===== src/rtl/nv_sync_tog2evt.sv =====
// -----------------------------------------------------------------------------
// nv_sync_tog2evt
//
// Converts a synchronized toggle level into counted event batches. Every change
// of sync_tog (either polarity) is one event. Batches are offered to a consumer
// with a valid/ready handshake. While a batch waits for the consumer, further
// events collect in an accumulator. On a handshake, the accumulated events plus
// any event in that same cycle become the next batch, with no idle cycle
// between batches. Counts saturate at 2^CW-1, and a sticky flag records any
// events lost to saturation.
//
// Parameters
//   CW       width of the event-count field (2..8)
//   RST_VAL  reset value of the toggle history; matches the synchronizer's
//            set-on-reset output so that reset itself is not seen as an event
//
// Ports
//   clk       input        single clock for all state
//   rst       input        asynchronous, active-high reset
//   sync_tog  input        toggle level, already synchronized into clk
//   evt_rdy   input        consumer ready; ignored while no batch is presented
//   ovf_clr   input        clears evt_ovf (a same-cycle set takes priority)
//   evt_vld   output       an event batch is presented
//   evt_cnt   output [CW]  event count of the presented batch; 0 when idle
//   evt_ovf   output       sticky: events were lost to saturation
// -----------------------------------------------------------------------------
module nv_sync_tog2evt #(
    parameter int CW      = 4,
    parameter bit RST_VAL = 1'b1
) (
    input  logic          clk,
    input  logic          rst,
    input  logic          sync_tog,
    input  logic          evt_rdy,
    input  logic          ovf_clr,
    output logic          evt_vld,
    output logic [CW-1:0] evt_cnt,
    output logic          evt_ovf
);

    localparam logic [CW-1:0] CNT_MAX = '1;

    typedef enum logic {
        ST_IDLE = 1'b0,
        ST_BUSY = 1'b1
    } state_t;

    state_t        state_q, state_d;
    logic          tog_q;
    logic [CW-1:0] acc_q, acc_d;
    logic [CW-1:0] out_cnt_q, out_cnt_d;
    logic          ovf_q, ovf_d;

    logic          tog_edge;
    logic          acc_full;
    logic [CW-1:0] acc_inc;
    logic          ovf_set;

    // One event per level change, in either direction.
    assign tog_edge = sync_tog ^ tog_q;

    // acc + edge, held at CNT_MAX so that it never wraps. This value is the
    // next accumulator while the batch waits, and the next batch on a handshake.
    assign acc_full = (acc_q == CNT_MAX);
    assign acc_inc  = acc_full ? CNT_MAX : acc_q + {{(CW-1){1'b0}}, tog_edge};

    // An event is lost only when its destination is already saturated. In IDLE
    // the destination is the fresh batch count (1), so no event is lost there.
    assign ovf_set = (state_q == ST_BUSY) && tog_edge && acc_full;

    // NOTE: every combinational output gets a default before the case, so a
    // path that does not assign a signal still leaves it driven and no latch
    // is inferred.
    always_comb begin
        state_d   = state_q;
        acc_d     = acc_q;
        out_cnt_d = out_cnt_q;
        ovf_d     = ovf_q;

        // The set term comes after the clear term, so set wins in the same cycle.
        if (ovf_clr) ovf_d = 1'b0;
        if (ovf_set) ovf_d = 1'b1;

        unique case (state_q)
            ST_IDLE: begin
                if (tog_edge) begin
                    out_cnt_d = CW'(1);
                    state_d   = ST_BUSY;
                end
            end
            ST_BUSY: begin
                if (!evt_rdy) begin
                    // The presented batch stays frozen. New events go to acc.
                    acc_d = acc_inc;
                end else if (acc_inc != '0) begin
                    // Next batch starts at once, with this cycle's edge included.
                    out_cnt_d = acc_inc;
                    acc_d     = '0;
                end else begin
                    out_cnt_d = '0;
                    state_d   = ST_IDLE;
                end
            end
            default: begin
                state_d   = ST_IDLE;
                out_cnt_d = '0;
                acc_d     = '0;
            end
        endcase
    end

    // NOTE: all state is updated with non-blocking assignments. Every flop then
    // samples pre-edge values, whatever the order of the statements.
    always_ff @(posedge clk or posedge rst) begin
        if (rst) begin
            tog_q     <= RST_VAL;
            state_q   <= ST_IDLE;
            acc_q     <= '0;
            out_cnt_q <= '0;
            ovf_q     <= 1'b0;
        end else begin
            tog_q     <= sync_tog;
            state_q   <= state_d;
            acc_q     <= acc_d;
            out_cnt_q <= out_cnt_d;
            ovf_q     <= ovf_d;
        end
    end

    // All outputs come straight from flops. The state is a single-bit
    // encoding, so this comparison reduces to a buffer.
    assign evt_vld = (state_q == ST_BUSY);
    assign evt_cnt = out_cnt_q;
    assign evt_ovf = ovf_q;

endmodule

===== config.mk =====
export PLATFORM = sky130hd
export DESIGN_NAME = nv_sync_tog2evt
export DESIGN_NICKNAME = d
export VERILOG_FILES = /design/src/rtl/nv_sync_tog2evt.sv
export SDC_FILE = /design/constraint.sdc
export NUM_CORES = 1
export LEC_CHECK = 0
export BUFFER_PORTS_ARGS = -buffer_cell sky130_fd_sc_hd__buf_4
export CORE_AREA = 3 3 40 42
export CTS_BUF_LIST = sky130_fd_sc_hd__clkbuf_8
export DETAILED_ROUTE_END_ITERATION = 6
export DIE_AREA = 0 0 43 45
export GPL_ROUTABILITY_DRIVEN = 0
export GPL_TIMING_DRIVEN = 0
export PLACE_DENSITY = 0.65
export SYNTH_ARGS = -nofsm -noshare
export SYNTH_HDL_FRONTEND = slang
export SYNTH_SLANG_ARGS = --single-unit

===== constraint.sdc =====
create_clock -name clk -period 2.1 [get_ports clk]
set_input_delay 0.315 -clock clk [delete_from_list [all_inputs] [get_ports clk]]
set_output_delay 0.315 -clock clk [all_outputs]
set_load 0.05 [all_outputs]

==> results.py <==
metrics = {
    "global_route": {
        "grt_pass1_wl_um": 1960,
        "antenna_found_initial": 0,
        "grt_pass1_vias": 447,
        "grt_overflow": 0,
        "track_usage": 0.141,
        "grt_max_degree": 12,
    },
    "critical_path": {
        "end_kind": "flip-flop",
        "crit_type": "flip-flop to flip-flop",
        "critPathRequiredTime_ps": 2260,
        "crit_path_start_kind": "flip-flop",
        "path_cells": "xor2_4, ha_4, ha_1, nor3b_2, nand3_1, o21ai_2, o2bb2ai_1",
        "reg2reg_from": "tog_q",
        "r2r_slack_ps": 150,
        "cp_slowest_cell": "dfstp_2",
        "crit_start": "tog_q",
        "crit_arrival_ps": 2110,
        "cp_max_fo": 3,
        "cp_slowest_stage_delay_ps": 560,
    },
    "drt": {
        "drt_iter0_drc": 9,
        "drc": 0,
        "totalWireLength_um": 1270,
        "avgViaCountPerCell": 5.52,
        "num_vias": 475,
        "antenna_left": 0,
        "drt_first_pass_iters": 4,
        "wl_per_cell_um": 14.8,
    },
    "timing": {
        "finalCritPeriodShare": 0.929,
        "tightest_slew_ps": 440,
        "finalSetupTns_ps": 0,
        "fmax_ghz": 0.512,
        "min_period_ps": 1950,
        "skew_ps": 1.46,
        "setup_viol": 0,
        "timing.final.ws_setup_ps": 149,
        "maxSlewViolCount": 0,
        "slew_headroom": 0.706,
        "hold_violations": 0,
    },
    "run": {
        "cap_viol_max_count": 0,
    },
    "floorplanning": {
        "ios": 11,
        "core_area_mm2": 0.00128,
        "die_y_um": 45,
        "std_cell_rows": 13,
        "start_util": 0.453,
        "dieArea_mm2": 0.00194,
        "die_w_um": 43,
    },
    "cells_and_area": {
        "finalNetCount": 79,
        "area_delta_synth_final_pct": 30.5,
        "layout-drive-gt1-share": 0.366,
        "diodes": 0,
    },
    "yosys": {
        "avgSynthCellArea_um2": 10.6,
        "synth-seq-area-share": 0.475,
        "ys_warn_count": 0,
        "postSynthCellCount": 55,
        "synth_area_um2": 582,
        "ys_types": 26,
        "syn_nets": 62,
        "ys_ff_latch": 11,
    },
    "power": {
        "totalPowerFinal_mw": 1.03,
        "p_leak_nw": 0.343,
        "cellPowerDensity_mw_per_mm2": 1350,
        "irDropWorstVdd_mv": 0.832,
    },
    "clock_network": {
        "htreeDepth": 1,
        "clockBufferDepth": 2,
        "root_buffer": "clkbuf_8",
        "cts.sinks": 11,
        "clock_latency_ps": 230,
        "cts_tree": "yes",
        "path_clk_slew_ps": 50,
        "numCtsBuffers": 3,
    },
    "place": {
        "portBuffers": 10,
        "dp_hpwl_um": 887,
        "place_ws_ps": 30.0,
    },
    "min_path": {
        "hold_path_class": "input pin to asynchronous set/reset pin",
    },
    "outcome": {
        "status": "completed",
    },
}
[where the power goes]
group / switching (mW) / internal (mW) / total, mW
Sequential: 0.0599 / 0.274 / 0.333
Combinational: 0.302 / 0.185 / 0.486
Clock: 0.0774 / 0.128 / 0.206
Total: 0.439 / 0.586 / 1.03
[metrics by stage]
step                cells  cell area (um2)   util  hold WS (ps)
floorplan              55              582      -           167
global placement       80              676  0.526           342
detailed placement     80              676  0.526           338
CTS                    84              732  0.570          87.2
global route           86              759  0.591           111
finish                 86              759  0.591          82.3
[routing by layer]
metal,global-route usage,share of wire,up-vias
met1,0.175,0.47,226
met5,0,0,-
met2,0.222,0.48,8
li1,-,-,236
met4,0.0843,0.021,0
met3,0.0359,0.033,5
[final timing paths]
kind	endpoint	depth (start not counted)
max	acc_q[2]	7
min	acc_q[2]	2
max reg2reg	acc_q[2]	7
min reg2reg	evt_cnt[0]	1
max in group asynchronous	tog_q	2
min in group clk	tog_q	1
[critical path, delay by kind of cell (launching register included)]
family	cells	cell delay, ps
compound gates	2	360
xor+xnor	1	200
fa+ha+maj	2	420
flops	1	560
simple gates	2	340
[layout by cell type (no fill, tap or decap), drive strengths merged, types with 3 or more instances in the layout]
cell type	netlist	layout
o2bb2ai	4	4
nor2	8	8
nand3	3	3
inv	3	4
o21ai	6	6
dfrtp	10	10
buf	1	13
clkbuf	0	3
[logic make-up after synthesis]
family	Yosys count	share of synthesized area
AO/OA/AOI/OAI	15	0.185
XOR/XNOR	3	0.0710
adder cells (fa/ha/maj)	2	0.0430
buffers and inverters	4	0.0279
flip-flops	11	0.475
AND/OR/NAND/NOR	20	0.198
[state kept, by name (all words and copies together) (netlist names)]
signal and cells:
acc_q 4, evt_cnt 4, evt_ovf 1, evt_vld 1, tog_q 1
[layout make-up]
type	instances	area [um2]
Sequential cell	11	277
Multi-Input combinational cell	40	313
Fill cell	100	526
Inverter	3	11.3
Clock buffer	3	41.3
Timing Repair Buffer	12	90.1
Tap cell	15	18.8
Buffer	1	5.00
Clock inverter	1	3.75
[synth_stat cells]
| master | n | area, um2 |
|---|---|---|
| nand3_1 | 2 | 10.0 |
| ha_1 | 2 | 25.0 |
| o21ai_2 | 1 | 8.76 |
| and4_2 | 1 | 10.0 |
| dfstp_2 | 1 | 26.3 |
| xor2_2 | 1 | 16.3 |
| o32a_1 | 1 | 10.0 |
| nor2_1 | 8 | 30.0 |
| xnor2_2 | 1 | 16.3 |
| and2_4 | 1 | 8.76 |
| buf_2 | 1 | 5.00 |
| o2bb2ai_1 | 4 | 35.0 |
| nor3b_2 | 1 | 12.5 |
| xnor2_1 | 1 | 8.76 |
| nand2b_1 | 1 | 6.26 |
| a21oi_1 | 2 | 10.0 |
| inv_1 | 3 | 11.3 |
| a31oi_1 | 1 | 6.26 |
| nand3_2 | 1 | 10.0 |
| nand2_1 | 1 | 3.75 |
| a211oi_2 | 1 | 12.5 |
| nor3_1 | 2 | 10.0 |
| nand4_1 | 1 | 6.26 |
| nor3b_1 | 1 | 7.51 |
| dfrtp_1 | 10 | 250 |
| o21ai_0 | 5 | 25.0 |
[what timing repair did]
action                                 in CTS  in global routing
setup buffers                               0                  2
endpoints found under the hold margin       0                  0
pin swaps                                   0                  3
hold buffers                                0                  0
setup endpoints to repair                   3                  4
resized for setup                           1                  2
(Power assumes the default switching activity.)
